### config.mk
export PLATFORM = sky130hd
export DESIGN_NAME = irq_ctrl
export DESIGN_NICKNAME = d
export VERILOG_FILES = /design/src/rtl/irq_ctrl.sv
export SDC_FILE = /design/constraint.sdc
export NUM_CORES = 1
export LEC_CHECK = 0
export BUFFER_PORTS_ARGS = -buffer_cell sky130_fd_sc_hd__buf_2
export CAP_MARGIN = 20
export CELL_PAD_IN_SITES_DETAIL_PLACEMENT = 1
export CELL_PAD_IN_SITES_GLOBAL_PLACEMENT = 1
export CORE_ASPECT_RATIO = 0.7
export CORE_MARGIN = 4
export CORE_UTILIZATION = 26
export CTS_CLUSTER_DIAMETER = 50
export DETAILED_ROUTE_END_ITERATION = 8
export PLACE_DENSITY = 0.9
export SLEW_MARGIN = 20
export SYNTH_ARGS = -nofsm -noshare
export SYNTH_HDL_FRONTEND = slang
export SYNTH_SLANG_ARGS = --single-unit
### constraint.sdc
create_clock -name clk -period 2.5 [get_ports clk]
set_clock_uncertainty 0.2 [all_clocks]
set_input_delay 0.625 -clock clk [delete_from_list [all_inputs] [get_ports clk]]
set_output_delay 0.625 -clock clk [all_outputs]
set_load 0.01 [all_outputs]
### src/rtl/irq_ctrl.sv
// Interrupt controller: synchronises and edge-detects peripheral requests into PENDING,
// masks them, picks the lowest enabled index and holds a one-hot irq until the core's eoi.
module irq_ctrl #(
    parameter int NUM_SRC     = 4,
    parameter int IRQ_W       = 32,
    parameter int SYNC_STAGES = 2
) (
    input  logic               clk,
    input  logic               resetn,
    input  logic [31:0]        axi_awaddr,
    input  logic               axi_awvalid,
    output logic               axi_awready,
    input  logic [31:0]        axi_wdata,
    input  logic [3:0]         axi_wstrb,
    input  logic               axi_wvalid,
    output logic               axi_wready,
    output logic [1:0]         axi_bresp,
    output logic               axi_bvalid,
    input  logic               axi_bready,
    input  logic [31:0]        axi_araddr,
    input  logic               axi_arvalid,
    output logic               axi_arready,
    output logic [31:0]        axi_rdata,
    output logic [1:0]         axi_rresp,
    output logic               axi_rvalid,
    input  logic               axi_rready,
    input  logic [NUM_SRC-1:0] irq_src,
    output logic [IRQ_W-1:0]   irq,
    input  logic               eoi
);

    localparam logic [31:0] ADDR_PENDING = 32'h00;
    localparam logic [31:0] ADDR_MASK    = 32'h04;
    localparam logic [31:0] ADDR_ACTIVE  = 32'h08;
    localparam logic [1:0]  RESP_OKAY    = 2'b00;
    localparam logic [1:0]  RESP_SLVERR  = 2'b10;

    typedef enum logic {IDLE, SERVE} state_t;

    logic [NUM_SRC-1:0] r_sync [SYNC_STAGES];
    logic [NUM_SRC-1:0] r_hist;
    logic [NUM_SRC-1:0] r_pending;
    logic [NUM_SRC-1:0] r_mask;
    state_t             r_state;
    logic [4:0]         r_id;
    logic [IRQ_W-1:0]   r_irq;
    logic               r_wr_rdy;
    logic               r_bvalid;
    logic [1:0]         r_bresp;
    logic               r_rd_rdy;
    logic               r_rvalid;
    logic [31:0]        r_rdata;
    logic [1:0]         r_rresp;

    logic [NUM_SRC-1:0] w_rise;
    logic [NUM_SRC-1:0] w_req;
    logic [NUM_SRC-1:0] w_w1c;
    logic [NUM_SRC-1:0] w_eoi_clr;
    logic [4:0]         w_sel;
    state_t             w_state_next;
    logic [4:0]         w_id_next;
    logic [IRQ_W-1:0]   w_irq_next;
    logic               w_wr_fire;
    logic               w_rd_fire;
    logic [1:0]         w_wr_resp;
    logic [31:0]        w_rd_data;
    logic [1:0]         w_rd_resp;
    logic               w_unused;

    // NOTE: sequential state uses <= so every flop samples the pre-edge value of its neighbours.
    always_ff @(posedge clk or negedge resetn) begin
        if (!resetn) begin
            // NOTE: the synchroniser array is a set of real flops, not a RAM, so it is reset like any register.
            for (int s = 0; s < SYNC_STAGES; s++) r_sync[s] <= '0;
            r_hist <= '0;
        end else begin
            r_sync[0] <= irq_src;
            for (int s = 1; s < SYNC_STAGES; s++) r_sync[s] <= r_sync[s-1];
            r_hist <= r_sync[SYNC_STAGES-1];
        end
    end

    assign w_rise    = r_sync[SYNC_STAGES-1] & ~r_hist;
    assign w_req     = r_pending & r_mask;
    assign w_wr_fire = axi_awvalid && axi_wvalid && r_wr_rdy;
    assign w_rd_fire = axi_arvalid && r_rd_rdy;
    assign w_w1c     = (w_wr_fire && axi_awaddr == ADDR_PENDING) ? axi_wdata[NUM_SRC-1:0] : '0;
    assign w_wr_resp = (axi_awaddr == ADDR_PENDING || axi_awaddr == ADDR_MASK ||
                        axi_awaddr == ADDR_ACTIVE) ? RESP_OKAY : RESP_SLVERR;
    assign w_unused  = ^{axi_wstrb, axi_wdata};

    // A fresh edge outranks a same-cycle W1C or eoi clear of the same bit.
    always_ff @(posedge clk or negedge resetn) begin
        if (!resetn) begin
            r_pending <= '0;
            r_mask    <= '0;
        end else begin
            r_pending <= (r_pending & ~w_w1c & ~w_eoi_clr) | w_rise;
            if (w_wr_fire && axi_awaddr == ADDR_MASK) r_mask <= axi_wdata[NUM_SRC-1:0];
        end
    end

    always_comb begin
        w_sel = '0;
        for (int i = NUM_SRC - 1; i >= 0; i--) begin
            if (w_req[i]) w_sel = 5'(i);
        end
    end

    always_ff @(posedge clk or negedge resetn) begin
        if (!resetn) begin
            r_state <= IDLE;
            r_id    <= '0;
            r_irq   <= '0;
        end else begin
            r_state <= w_state_next;
            r_id    <= w_id_next;
            r_irq   <= w_irq_next;
        end
    end

    always_comb begin
        // NOTE: every output of this block gets a default first, so no path can infer a latch.
        w_state_next = r_state;
        w_id_next    = r_id;
        w_irq_next   = r_irq;
        w_eoi_clr    = '0;
        case (r_state)
            IDLE: begin
                if (|w_req) begin
                    w_id_next    = w_sel;
                    w_irq_next   = IRQ_W'(1) << w_sel;
                    w_state_next = SERVE;
                end
            end
            SERVE: begin
                if (eoi) begin
                    w_eoi_clr    = NUM_SRC'(1) << r_id;
                    w_irq_next   = '0;
                    w_state_next = IDLE;
                end
            end
            default: w_state_next = IDLE;
        endcase
    end

    always_comb begin
        w_rd_data = '0;
        w_rd_resp = RESP_OKAY;
        case (axi_araddr)
            ADDR_PENDING: w_rd_data = 32'(r_pending);
            ADDR_MASK:    w_rd_data = 32'(r_mask);
            ADDR_ACTIVE:  w_rd_data = {r_state == SERVE, 26'd0, (r_state == SERVE) ? r_id : 5'd0};
            default:      w_rd_resp = RESP_SLVERR;
        endcase
    end

    always_ff @(posedge clk or negedge resetn) begin
        if (!resetn) begin
            r_wr_rdy <= 1'b1;
            r_bvalid <= 1'b0;
            r_bresp  <= RESP_OKAY;
        end else if (w_wr_fire) begin
            r_wr_rdy <= 1'b0;
            r_bvalid <= 1'b1;
            r_bresp  <= w_wr_resp;
        end else if (r_bvalid && axi_bready) begin
            r_wr_rdy <= 1'b1;
            r_bvalid <= 1'b0;
        end
    end

    // Read data is captured at acceptance, so a same-cycle W1C is not visible in it.
    always_ff @(posedge clk or negedge resetn) begin
        if (!resetn) begin
            r_rd_rdy <= 1'b1;
            r_rvalid <= 1'b0;
            r_rdata  <= '0;
            r_rresp  <= RESP_OKAY;
        end else if (w_rd_fire) begin
            r_rd_rdy <= 1'b0;
            r_rvalid <= 1'b1;
            r_rdata  <= w_rd_data;
            r_rresp  <= w_rd_resp;
        end else if (r_rvalid && axi_rready) begin
            r_rd_rdy <= 1'b1;
            r_rvalid <= 1'b0;
        end
    end

    assign axi_awready = r_wr_rdy;
    assign axi_wready  = r_wr_rdy;
    assign axi_bvalid  = r_bvalid;
    assign axi_bresp   = r_bresp;
    assign axi_arready = r_rd_rdy;
    assign axi_rvalid  = r_rvalid;
    assign axi_rdata   = r_rdata;
    assign axi_rresp   = r_rresp;
    assign irq         = r_irq;

endmodule

==> results of run 1 <==
## metrics by stage
stage	utilization	setup slack [ns]	total power [mW]	area, sq um	hold slack (ns)
2_1_floorplan	-	0.2865	0.7906	2316	0.1294
3_3_place_gp	0.3178	0.08953	0.8164	2501	0.1367
3_5_place_dp	0.3178	0.07960	0.8234	2501	0.1386
4_1_cts	0.3384	0.3679	1.537	2664	0.1512
5_1_grt	0.3384	0.2882	1.590	2664	0.1530
6_report	0.3384	0.3677	1.515	2664	0.1499
## worst max-delay path, cell delays in order
cell and delay [ns]:
buf_2 0.10, nor4_1 0.37, nand4_2 0.20, nor4_4 0.42, mux2_2 0.38
## per-layer routing
metal,vias up,routed length (um)
met2,81,2771
met3,4,635
met1,819,2262
met5,-,0
li1,844,-
met4,0,40
## layout by cell type, fill, tap and decap left out, types with 2 or more instances in the layout
| cell | n |
|---|---|
| o22ai_1 | 4 |
| mux2i_1 | 4 |
| nand2b_1 | 4 |
| dfstp_2 | 2 |
| mux2_2 | 4 |
| clkbuf_1 | 2 |
| conb_1 | 57 |
| o21ai_0 | 7 |
| nor2b_1 | 3 |
| and2_1 | 3 |
| a22oi_1 | 3 |
| inv_1 | 9 |
| nand3_1 | 3 |
| clkbuf_16 | 5 |
| nor4_1 | 18 |
| buf_2 | 95 |
| nand4_1 | 2 |
| dfrtp_1 | 36 |
| a21oi_1 | 7 |
| nand2_1 | 17 |
| buf_4 | 4 |
| o31ai_1 | 7 |
| nor2_1 | 4 |
## sequential cells by signal (all words and copies together) (netlist names)
name and flops:
r_state 1, axi_arready 1, axi_rvalid 1, axi_rdata 5, r_pending 4, axi_bresp 1
r_sync 8, r_id 2, axi_bvalid 1, r_mask 4, irq 4, axi_awready 1
axi_rresp 1, r_hist 4
## logic make-up (layout without fill, tap and decap cells)
family | Yosys count | after routing | synth area share
AOI/OAI and AO/OA | 36 | 36 | 0.1135
muxes | 8 | 8 | 0.04040
other | 1 | 57 | 0.001781
DFF | 38 | 38 | 0.4528
buffers and inverters | 70 | 116 | 0.2282
and+or+nand+nor | 60 | 60 | 0.1634
## worst paths after layout
check	from	endpoint	slack, ns	cells after the start
min reg2reg	r_sync[4]$_DFF_PN0_	r_sync[0]$_DFF_PN0_	0.15	0
max	axi_awaddr[1]	r_mask[0]$_DFFE_PN0P_	0.37	5
max reg2reg	axi_awready$_DFFE_PN1P_	r_mask[0]$_DFFE_PN0P_	0.49	4
max in group asynchronous	resetn	axi_arready$_DFFE_PN1P_	1.55	2
min	r_sync[4]$_DFF_PN0_	r_sync[0]$_DFF_PN0_	0.15	0
min in group asynchronous	resetn	r_sync[7]$_DFF_PN0_	0.19	2
## cell type report
cell class                 count  area (sq um)
clock buffer                   7         132.6
clock inverter                 1         30.03
fill                         963          5207
inverter                       9         33.78
multi-input combinational    161         882.1
sequential                    38         953.4
tap                          101         126.4
timing repair buffer          99         505.5
## power breakdown
group          leakage (nW)  total [mW]  internal, mW  switching (mW)
Sequential            0.467       0.646         0.636          0.0105
Clock                0.0781       0.703         0.471           0.232
Combinational         0.835       0.166        0.0650           0.101
==> impl_results.md, run 1 <==
- Status: complete, no violations
- Number of setup buffers added after CTS: 0
- Ys Warns: 0
- Vias in the first global route: approximately 1.8k
- Wire per inst: around 14 um
- GR Util met3: 0.04151
- Mapped cell area: between 2000 and 2500 sq um
- Die W: roughly 120 um
- PortBufs: between 90 and 100
- Cell variety after synth: 35
- Cell Count, Final, Fillers Out: approximately 420
- Total number of vias: between 1.5k and 2k
- Initial Utilization: 0.2675
- Clk_lat worst skew: 0.28 ns
- Crit path max fanout: 4
- # IOs: 185
- Number of synthesized register bits: 38
- Pre-antenna DRT Iters: 4
- Initial DRC count: 44
- Most instantiated library cell after synthesis: buf_4
- CTS tree: yes
- Total gr overflow: 0
- CTS sink cnt: 38
- Worst path required time: 2.46 ns
- Pin count of the biggest net entering global routing: 39
- DIE HEIGHT: about 83 um
- Clock Path Buffers: 2
- Crit path DAT: around 2.1 ns
- Post-DP HPWL: 4867 um
- Largest area contributor in the netlist: dfrtp_1
- Routed Wire Length: about 5700 um
- Synth async-reset ratio: 1.000
- Area Overhead vs Synth: 26.50%
- Floorplan core area: 7871 sq um
- Met1 usage: 0.1467
- Leakage power: 1.381 nW
- Root buf cell: clkbuf_16
- Top FF cell, synth: dfrtp_1
- # hold bufs at CTS: 0
- Fin crit share: 0.8529
- Synth top area share: 0.4278
- Resize count post-CTS: 0
- Number of antenna diodes: 0
- Drt drc: 0
- Seq/Total Area, Yosys: 0.4528
- First-pass GRT wire length: 8769 um
- Initial antenna violation count: 0
- Worst vdd ir: 0.0002775 V
- Via density: between 4 and 5
- Total power per unit cell area: approximately 570 nW/um^2
- Placed Cells: just over 400
- Gate Count Post-Synth: around 210
- H-tree depth: 2
- # Max-Cap Violations: 0
- Num CTS Buffers: 5
- Area contributors post-synth: dfrtp_1, buf_4, nor4_1
- Max-slew violation count: 0
- Final net count: around 430
- Antenna-violating nets left: 0
- HP Class: reg2reg
- Num rows: 27
- Max frequency: 0.4690 GHz
- Gpl congestion: 0.8490
- Worst-Margin Slew: between 0.5 and 0.6 ns
- Layout cell share with drive strength beyond 1: 0.3587
- Critical Path Start Type: input port
- Die Area: 9626 sq um
- Most used routing layer in global routing: met2
- Clock transition at path regs: approximately 0.050 ns
- Worst Setup End Kind: flip-flop
- WS Path Type: in2reg
- Met2 Use GR: 0.1833
- Final hold vios: 0
- Setup TNS: 0 ns
- Total track usage: 0.1138
- Post-synth top cells: buf_4, dfrtp_1, nor4_1, nand2_1, inv_1
- Fin crit period: around 2.1 ns
- Syn Area/Cell: around 10 sq um
- Final Setup Violations: 0
- Relative slew slack: 0.6372
- EDFF count, synth: 0
- RSZ-0062 raised after global routing: false
Power figures use the tool's default switching activity.
==> run 2: changes to the inputs <==
- ABC_AREA: unset -> 1
- PLACE_DENSITY: 0.9 -> 0.89
==> run 2 against run 1 <==
  * Utilization fell by 0.65 points
  * Combinational power rose by 97%
  * Critical path depth fell by 4
  * Maximum frequency rose by 19%
  * Sequential share of layout area fell by 4.3 points
  * Highest routed layer unchanged
==> impl_results.md, run 2 <==
- Status: complete, no violations
- # IOs: approximately 190
- Die W: 123.9 um
- RSZ-0062 raised after global routing: false
- Resize count post-CTS: 0
- Most instantiated library cell after synthesis: nand2_1
- Reg-to-reg startpoint: r_mask[2]$_DFFE_PN0P_
- Ys Warns: 0
- Setup TNS: 0 ns
- Most frequent cells in the layout: buf_2, nand2_1, conb_1, nor2_1
- Final net count: 548
- First-pass GRT wire length: approximately 10,000 um
- Initial antenna violation count: 0
- Final Setup Violations: 0
- Post-synth top cells: nand2_1, buf_4, nor2_1, dfrtp_1, inv_1
- Number of setup buffers added after CTS: 0
- Num CTS Buffers: 5
- Num rows: 29
- Seq/Total Area, Yosys: 0.3900
- Final hold vios: 0
- Pre-antenna DRT Iters: 4
- EDFF count, synth: 0
- CTS tree: yes
- Leakage power: approximately 1.7 nW
- Largest area contributor in the netlist: dfrtp_1
- Root buf cell: clkbuf_16
- Worst hold slack: ~0.15 ns
- Largest register FFs: 8
- Tot Pwr: roughly 1.8 mW
- Met2 Use GR: 0.2143
- Final Util: 0.3319
- DIE HEIGHT: 89.13 um
- Part of the power in registers: 0.404
- Wire per inst: between 10 and 15 um
- Gate Count Post-Synth: about 340
- Area Overhead vs Synth: 23.64%
- Max frequency: ~0.56 GHz
- Total power per unit cell area: roughly 600 nW/um^2
- Fin crit share: 0.7157
- Synth async-reset ratio: 1.000
- HP Class: reg2reg
- Total internal power: 1.307 mW
- CP Cell Sequence: buf_2
- Area contributors post-synth: dfrtp_1, buf_4, nand2_1
- Worst path required time: approximately 1.7 ns
- Clock Path Buffers: 2
- Cell Count, Final, Fillers Out: approximately 560
- Mapped cell area: 2445 sq um
- Hold path start: r_sync[7]$_DFF_PN0_
- Total gr overflow: 0
- Post-DP HPWL: about 5600 um
- # Max-Cap Violations: 0
- Fin crit period: 1.789 ns
- Top delay family on crit path: flip-flops
- Number of antenna diodes: 0
- Placed Cells: between 500 and 600
- Pin count of the biggest net entering global routing: 39
- Comb power frac: 0.182
- Initial Utilization: 0.2684
- Worst vdd ir: about 0.00046 V
- Clock transition at path regs: roughly 0.050 ns
- Hold path cells: 0
- Via density: about 3.9
- Layout cell share with drive strength beyond 1: 0.2769
- Worst-Margin Slew: around 0.84 ns
- Slowest CP cell: dfstp_2
- Reg with most FFs: r_sync
- Antenna-violating nets left: 0
- Sw Ratio: 0.2727
- Worst Hold Path EP: r_sync[3]$_DFF_PN0_
- Buffers plus inverters on the worst setup path: 1
- Number of synthesized register bits: 38
- Initial DRC count: between 60 and 70
- PortBufs: 95
- Relative slew slack: 0.4418
- Filler cell count: 1,206
- Syn Area/Cell: 7.276 sq um
- # hold bufs at CTS: 0
- Commonest non-fill, non-tap cell in the layout: buf_2
- Reg2reg path depth: 6
- Routed Wire Length: 6572 um
- Synth top area share: 0.3685
- Met1 usage: 0.1410
- Total track usage: 0.1212
- Floorplan core area: roughly 9100 sq um
- Die Area: about 11,000 sq um
- Psw: slightly below 500 uW
- Clock share of power: 0.414
- WS Path Type: reg2out
- Max-slew violation count: 0
- Total number of vias: 2,209
- CTS sink cnt: 38
- Crit path DAT: between 0.9 and 1 ns
- Vias in the first global route: around 2.3k
- Drt drc: 0
- Crit path max fanout: 4
- Critical R2R Capture: irq[0]$_DFFE_PN0P_
- CP peak stage delay: 0.55 ns
- Top FF cell, synth: dfrtp_1
- Worst Setup End Kind: output pin
- Critical Path Start Type: flip-flop
- Gpl congestion: ~0.8
- H-tree depth: 2
- Cell variety after synth: 26
- Slack of the worst reg-to-reg path: roughly 1.0 ns
- GR Util met3: 0.04238
- Most used routing layer in global routing: met2
- Clk_lat worst skew: a little under 0.3 ns
run 2: cell types whose count changed after synthesis, moves of 18 or more:
cell	delta
inv_1	+27
nand2_1	+77
nand3_1	+27
nor4_1	-18
nor2_1	+37
run 2: stage by stage:
step | worst slack (ns) | instance area [sq um]
after detailed placement | 0.6190 | 2850
final | 0.7108 | 3023
after global routing | 0.6713 | 3023
after CTS | 0.6963 | 3023
after floorplan | 0.8688 | 2655
after global placement | 0.6673 | 2850
run 2: routing by layer:
metal,up-vias,share of wire,routed length [um]
met5,-,0,0
met4,0,0.0097,64
met3,8,0.072,475
met2,60,0.51,3375
met1,1027,0.40,2657
li1,1114,-,-
run 2: kinds of logic after synthesis:
group | share of synthesized area
DFF | 0.3900
buffers and inverters | 0.2395
AOI/OAI and AO/OA | 0.03941
other | 0.001534
and+or+nand+nor | 0.3296
run 2: worst max-delay path by stage:
stage / slack (ns) / depth (start not counted) / to / startpoint
6_report: 0.71 / 1 / axi_awready / axi_awready$_DFFE_PN1P_
5_1_grt: 0.67 / 1 / axi_awready / axi_awready$_DFFE_PN1P_
3_5_place_dp: 0.62 / 9 / r_pending[1]$_DFF_PN0_ / axi_awaddr[13]
2_1_floorplan: 0.87 / 8 / r_mask[3]$_DFFE_PN0P_ / axi_awaddr[15]
3_3_place_gp: 0.67 / 9 / r_mask[0]$_DFFE_PN0P_ / axi_awaddr[23]
4_1_cts: 0.70 / 1 / axi_awready / axi_awready$_DFFE_PN1P_
run 2: power groups by stage:
stage	Clock (mW)	Sequential, mW	Combinational, mW
floorplan	0	0.754	0.218
global placement	0	0.729	0.315
detailed placement	0	0.736	0.329
CTS	0.773	0.727	0.332
global route	0.804	0.735	0.376
finish	0.743	0.726	0.327
run 2: final cells by class:
type	count	area, sq um	area share
timing repair buffer	95	475.5	0.1573
inverter	40	150.1	0.04967
sequential	38	953.4	0.3154
multi-input combinational	256	1116	0.3692
clock buffer	7	142.6	0.04719
tap	124	155.1	0.05132
clock inverter	1	30.03	0.009934
